### src/rtl/alu_op_sequencer.sv
// rtl/alu_op_sequencer.sv - sequences operand loads, ALU settle, and two-word result output
module alu_op_sequencer #(
    parameter int unsigned SETTLE_CYCLES = 1
) (
    input  logic        clk,
    input  logic        clr,
    input  logic        start,
    input  logic [4:0]  op,
    input  logic [31:0] in_data,
    input  logic        in_valid,
    output logic        in_ready,
    output logic [31:0] alu_a,
    output logic [31:0] alu_b,
    output logic [4:0]  alu_ctrl,
    input  logic [63:0] alu_result,
    output logic [31:0] out_data,
    output logic        out_valid,
    input  logic        out_ready,
    output logic        out_last,
    output logic        busy,
    output logic        halted,
    output logic        err
);

    typedef enum logic [2:0] {
        S_IDLE, S_LOAD_A, S_LOAD_B, S_EXEC, S_OUT_LO, S_OUT_HI, S_HALTED
    } state_t;

    localparam logic [4:0] OP_NOP  = 5'b11001;
    localparam logic [4:0] OP_HALT = 5'b11010;
    localparam logic [4:0] OP_MUL  = 5'b01110;
    localparam logic [4:0] OP_DIV  = 5'b01111;
    localparam logic [4:0] OP_NEG  = 5'b10000;
    localparam logic [4:0] OP_NOT  = 5'b10001;
    localparam logic [3:0] SETTLE_LAST = 4'(SETTLE_CYCLES - 1);

    state_t      state_q, state_d;
    logic [4:0]  op_q, op_d;
    logic [31:0] a_q, a_d;
    logic [31:0] b_q, b_d;
    logic [63:0] z_q, z_d;
    logic [3:0]  cnt_q, cnt_d;
    logic        err_q, err_d;
    logic        op_legal;
    logic        wide_op;

    always_comb begin
        op_legal = ((op >= 5'b00011) && (op <= 5'b01010)) ||
                   ((op >= 5'b01110) && (op <= 5'b10001)) ||
                   (op == OP_NOP);
        wide_op  = (op_q == OP_MUL) || (op_q == OP_DIV);
    end

    always_comb begin
        state_d = state_q;
        op_d    = op_q;
        a_d     = a_q;
        b_d     = b_q;
        z_d     = z_q;
        cnt_d   = cnt_q;
        err_d   = 1'b0;
        case (state_q)
            S_IDLE: begin
                if (start) begin
                    if (op == OP_HALT) begin
                        state_d = S_HALTED;
                    end else if (op_legal) begin
                        op_d = op;
                        if (op == OP_NOP) begin
                            z_d     = 64'h0;
                            state_d = S_OUT_LO;
                        end else begin
                            state_d = S_LOAD_A;
                        end
                    end else begin
                        err_d = 1'b1;
                    end
                end
            end
            S_LOAD_A: begin
                if (in_valid) begin
                    a_d = in_data;
                    // Unary ops have no second operand; B is forced to zero for the ALU.
                    if ((op_q == OP_NEG) || (op_q == OP_NOT)) begin
                        b_d     = 32'h0;
                        state_d = S_EXEC;
                    end else begin
                        state_d = S_LOAD_B;
                    end
                end
            end
            S_LOAD_B: begin
                if (in_valid) begin
                    b_d     = in_data;
                    state_d = S_EXEC;
                end
            end
            S_EXEC: begin
                if (cnt_q == SETTLE_LAST) begin
                    z_d     = alu_result;
                    cnt_d   = 4'h0;
                    state_d = S_OUT_LO;
                end else begin
                    cnt_d = cnt_q + 4'h1;
                end
            end
            S_OUT_LO: begin
                if (out_ready) begin
                    if (wide_op) begin
                        state_d = S_OUT_HI;
                    end else begin
                        state_d = S_IDLE;
                        op_d    = OP_NOP;
                    end
                end
            end
            S_OUT_HI: begin
                if (out_ready) begin
                    state_d = S_IDLE;
                    op_d    = OP_NOP;
                end
            end
            S_HALTED: begin
                state_d = S_HALTED;
            end
            default: begin
                state_d = S_IDLE;
                op_d    = OP_NOP;
            end
        endcase
    end

    always_ff @(posedge clk or negedge clr) begin
        if (!clr) begin
            state_q <= S_IDLE;
            op_q    <= OP_NOP;
            a_q     <= 32'h0;
            b_q     <= 32'h0;
            z_q     <= 64'h0;
            cnt_q   <= 4'h0;
            err_q   <= 1'b0;
        end else begin
            state_q <= state_d;
            op_q    <= op_d;
            a_q     <= a_d;
            b_q     <= b_d;
            z_q     <= z_d;
            cnt_q   <= cnt_d;
            err_q   <= err_d;
        end
    end

    always_comb begin
        in_ready  = (state_q == S_LOAD_A) || (state_q == S_LOAD_B);
        out_valid = (state_q == S_OUT_LO) || (state_q == S_OUT_HI);
        out_last  = ((state_q == S_OUT_LO) && !wide_op) || (state_q == S_OUT_HI);
        out_data  = 32'h0;
        if (state_q == S_OUT_LO) begin
            out_data = z_q[31:0];
        end else if (state_q == S_OUT_HI) begin
            out_data = z_q[63:32];
        end
        busy     = (state_q != S_IDLE);
        halted   = (state_q == S_HALTED);
        err      = err_q;
        alu_a    = a_q;
        alu_b    = b_q;
        alu_ctrl = op_q;
    end

endmodule

### config.mk
export PLATFORM = sky130hd
export DESIGN_NAME = alu_op_sequencer
export DESIGN_NICKNAME = d
export VERILOG_FILES = /design/src/rtl/alu_op_sequencer.sv
export SDC_FILE = /design/constraint.sdc
export NUM_CORES = 1
export LEC_CHECK = 0
export ABC_AREA = 1
export CORE_MARGIN = 5
export CORE_UTILIZATION = 40
export CTS_BUF_LIST = sky130_fd_sc_hd__clkbuf_4 sky130_fd_sc_hd__clkbuf_8 sky130_fd_sc_hd__clkbuf_16
export DETAILED_ROUTE_END_ITERATION = 16
export PLACE_DENSITY = 0.72
export REMOVE_ABC_BUFFERS = 1
export SLEW_MARGIN = 5
export SYNTH_ARGS = -nofsm -noshare
export SYNTH_HDL_FRONTEND = slang
export SYNTH_SLANG_ARGS = --single-unit
### constraint.sdc
create_clock -name clk -period 1.4 [get_ports clk]
set_input_delay 0.21 -clock clk [delete_from_list [all_inputs] [get_ports clk]]
set_output_delay 0.21 -clock clk [all_outputs]
set_load 0.03 [all_outputs]
### Word level (Yosys, flattened, before mapping)

Index checks and enable logic that the tools add are counted.
Widths: inputs -> output; s select.

| storage, ports and cells | value |
|---|---|
| output and inout bits | 107 |
| register bits | 141 |
| bits of input ports | 106 |
| logic and storage cells | 95 |

| cells by class | value |
|---|---|
| mux-type cells | 36 |
| reduce and logical (&&, ||, !) cells | 22 |
| bitwise operators | 1 |
| add/sub/neg operators | 1 |
| order comparisons | 4 |
| equal/unequal tests | 24 |

Operators with widths:

| cell | count |
|---|---|
| $mux 64 | 5 |
| $mux 32 | 5 |
| $pmux 64 s2 | 1 |
| $pmux 32 s2 | 1 |
| $mux 3 | 10 |
| $mux 5 | 6 |
| $ne 2x2->1 const B | 11 |
| $pmux 3 s7 | 1 |
| $eq 5x5->1 const B | 4 |
| $pmux 5 s4 | 1 |
| $reduce_and 7->1 | 2 |
| $eq 5x4->1 const B | 2 |
| $eq 3x3->1 const B | 3 |
| $logic_or 1x1->1 | 7 |
| $eq 3x2->1 const B | 2 |
| $reduce_and 6->1 | 1 |
| $ge 5x2->1 const B | 1 |
| $ge 5x4->1 const B | 1 |
| $le 5x4->1 const B | 1 |
| $le 5x5->1 const B | 1 |
| $mux 1 | 5 |
| $add 4x1->4 const B | 1 |
| $logic_not 4->1 | 1 |
| $mux 4 | 1 |
| 11 further kinds | 14 |

### Depth between registers and ports, before layout

| depth | value |
|---|---|
| word-level depth | 8 |
| mapped depth | 10 |
| gate-level depth less buffers | 9 |

### Least setup slack after synthesis

No wires, ideal clock.

| timing path | value |
|---|---|
| path type | register to output |
| start point | register state_q[1] |
| end point | output port out_data[22] |
| path slack | -0.316 ns |
| stages on the path, launching flop included | 5 |
| buffers on the path | 1 |
| data arrival time | 1.506 ns |
| required time | 1.190 ns |
| cell sequence | dfrtp_1 inv_2 nand3_2 clkbuf_1 o21ai_0 |

| on the way | value |
|---|---|
| cells in the longest elaborated chain, start to end | 3 |
| elaborated cells on any way between the ends | 4 |
| those cells by class | eq/ne (2); mux (2) |

Ends and longest elaborated chain:

| item | RTL line | RTL |
|---|---|---|
| start: declaration | 37 | `state_t state_q, state_d;` |
| start signal: assignment | 143 | `state_q <= state_d;` |
| $eq 3x3->1 | 160 | `end else if (state_q == S_OUT_HI) begin` |
| $mux 32 | 160 |  |
| $mux 32 * | 158 | `if (state_q == S_OUT_LO) begin` |
| end: declaration | 16 | `output logic [31:0] out_data,` |

Mark *: on every way between the ends. The rest lies on a longest branch, timed or not.

### Worst setup path after layout

| timing path | value |
|---|---|
| start point | register state_q[1] |
| end point | output port out_data[5] |

The elaborated chain is that of the path after synthesis.

==> out/results.ini <==
[outcome]
status=complete, but fails checks
violations=negative setup slack

[power]
switching_share=0.426
p_leak_nw=5.42
irDropWorstVdd_mv=0.984
power.internal_w=0.0148
combPwrFrac=0.526
fin_total_pwr_w=0.0258
clkPwrFrac=0.188
switchingPower_w=0.0110
cellPowerDensity_nw_per_um2=2170
pwr-share-seq=0.287

[worst_setup_path]
critPathArrivalTime_ps=1770
critPathKind=reg -> out
critPathMaxStageDelay_ps=440
crit_slowest_cell=dfrtp_2
crit_fanout=6
r2r_slack_ps=-530
worstPathRequired_ps=1190
startpoint_type=register
worstSetupEndpointType=output pin
cp_cell_sequence=nor2_4, nand2_4, clkinv_8, buf_12, nand2_1, o21ai_4, buf_6

[synthesis]
ys.warnings.count=0
ys_types=30
synth_area_sq_um=6510
syn_area_per_cell_sq_um=8.91
postSynthCellCount=731
synth_seq_cells=141
ys_seq_area_frac=0.542

[finish]
drive_above_1_share=0.437
fin_util=0.746
area_growth_pct=82.7
final_cells=1269
fillCellCount=1043
n_antenna_cell=0
nNetsFinal=1148

[min_path]
hold_path.class=in -> async

[routing]
wl_per_cell_um=19.3
dr_total_vias=6566
drtPass1Iterations=5
drtIter0Drc=454
vias_per_cell=5.17
remaining_drc_errors=0
ant_nets=0
wirelength_um=24400

[die]
rows=46
die_area_sq_um=18900
die_w_um=138
fp.dieH_um=138
pin_count=213
fp.coreArea_sq_um=15900
start_util=0.408

[global_routing]
grt_pass1_vias=6682
antenna_found_initial=0
track_usage=0.242
grt_first_pass_wirelength_um=35100
grt_max_degree=65
globalRouteOverflowTotal=0

[job]
drv_cap=0

[timing]
setup_viol=177
rsz0062_at_grt=yes
slew_violations=0
max_clock_freq_ghz=0.506
finClkSkew_ps=9.05
relSlewSlack=0.743
period_share=1.41
hold_viol=0
period_minus_slack_ps=1980
worst_pin_slew_ps=385
holdWs_ps=249
setup_slack_ps=-576

[place]
gp_congestion=0.810
io_buffer_count=212
dp.cells=1188
dp_hpwl_um=13000

[clock_network]
cts_max_path_buffers=2
worstSkewPairLatency_ps=420
clock-sinks=141
htree_levels=4
clockRootBuffer=clkbuf_16
clk_pin_slew_ps=60
cts_tree=built
cts_made_buffers=17

## layout make-up
cell class                      count  area [sq um]  area share
Tap cell                          216           270      0.0227
Clock buffer                       17           425      0.0358
Sequential cell                   141          3540       0.297
Timing Repair Buffer              328          3660       0.307
Multi-Input combinational cell    491          3560       0.299
Inverter                           61           250      0.0210
Clock inverter                     15           196      0.0165
## what timing repair did
item | in CTS | in global routing
hold endpoints to repair | 81 | 0
setup endpoints to repair | 241 | 235
pin swaps | 20 | 30
hold buffers | 1 | 0
cloned | 22 | 3
setup buffers | 25 | 10
gates resized for setup | 380 | 195
## synthesized netlist by cell type
cell type / count / area share
nand2_1: 268 / 0.15
dfrtp_1: 138 / 0.53
o21ai_0: 67 / 0.051
inv_1: 56 / 0.032
o21ai_2: 43 / 0.058
mux2_2: 25 / 0.043
nand3_1: 21 / 0.016
o21ai_1: 21 / 0.016
nor2_1: 15 / 0.0086
buf_2: 12 / 0.0092
buf_6: 12 / 0.021
clkbuf_1: 12 / 0.0069
o31ai_1: 7 / 0.0081
inv_2: 4 / 0.0023
nand2_2: 4 / 0.0038
a21oi_1: 3 / 0.0023
dfstp_2: 3 / 0.012
nand3_2: 3 / 0.0046
nand4_1: 3 / 0.0029
buf_1: 2 / 0.0012
ha_1: 2 / 0.0038
nor2_2: 2 / 0.0019
a21o_1: 1 / 0.0012
buf_4: 1 / 0.0012
clkinv_1: 1 / 0.00058
nand3b_1: 1 / 0.0012
nor2_4: 1 / 0.0017
o22ai_1: 1 / 0.00096
xnor2_1: 1 / 0.0013
xor2_1: 1 / 0.0013
## flip-flops by register name, summed over array words and instances (netlist names)
name / count
state_q: 3
z_q: 64
alu_a: 32
cnt_q: 4
alu_ctrl: 5
alu_b: 32
err: 1
## per-stage QoR
step	instance area, sq um	TNS, ps	setup slack [ps]
floorplan	6260	-249830	-3050
global placement	9210	-36960	-375
detailed placement	9210	-39300	-420
CTS	11500	-57660	-512
global route	11900	-86230	-631
finish	11900	-72350	-576
## final timing paths
kind / startpoint / to / depth (start not counted)
setup reg to reg: state_q[0] / z_q[13] / 10
max in group asynchronous: clr / z_q[18] / 3
setup / recovery: state_q[1] / out_data[5] / 7
min in group clk: alu_result[53] / z_q[53] / 3
hold reg to reg: alu_ctrl[0] / alu_ctrl[0] / 2
hold / removal: clr / alu_a[12] / 2
## worst max-delay path: cells and delay by family, from the launching register on
family                 cells  cell delay (ps)
flip-flops                 1              440
AND/OR/NAND/NOR            3              400
buffers and inverters      3              390
AO/OA/AOI/OAI              1              120
## cell usage in the layout (no fill, tap or decap), types with 7 or more instances in the layout
cell type / Yosys / routed
nand2_2: 4 / 31
buf_4: 1 / 41
nand2_4: 0 / 52
clkbuf_2: 0 / 27
buf_12: 0 / 20
o21ai_2: 43 / 63
buf_8: 0 / 11
dfrtp_1: 138 / 135
clkdlybuf4s15_1: 0 / 29
o21ai_0: 67 / 32
clkbuf_16: 0 / 19
o21ai_4: 0 / 31
inv_1: 56 / 54
buf_6: 12 / 68
buf_16: 0 / 12
clkdlybuf4s50_1: 0 / 104
nand2_1: 268 / 189
nand3_1: 21 / 14
nor2_1: 15 / 9
nor2_4: 1 / 7
mux2_2: 25 / 25
## power groups by stage
stage / logic (W) / clock network [W] / registers (W)
3_5_place_dp: 0.0101 / 0 / 0.00698
2_1_floorplan: 0.00362 / 0 / 0.00873
4_1_cts: 0.0128 / 0.00485 / 0.00708
5_1_grt: 0.0144 / 0.00509 / 0.00759
6_report: 0.0136 / 0.00483 / 0.00739
3_3_place_gp: 0.00993 / 0 / 0.00694
## kinds of logic (layout without fill, tap and decap cells)
group                    count (synthesis)  in the layout  synth area share
buffers and inverters                  100            421            0.0744
AO/OA/AOI/OAI                          143            144             0.138
XOR/XNOR                                 2              2           0.00269
AND/OR/NAND/NOR                        318            318             0.195
multiplexers                            25             25            0.0432
flip-flops                             141            141             0.542
adder cells (fa/ha/maj)                  2              2           0.00384
## per-layer routing
layer / wire, um / share of wire / GRT usage
met1: 9420 / 0.39 / 0.298
met2: 12100 / 0.49 / 0.412
met3: 2220 / 0.091 / 0.0646
met4: 748 / 0.031 / 0.0804
met5: 0 / 0 / 0
(Power assumes the default switching activity.)
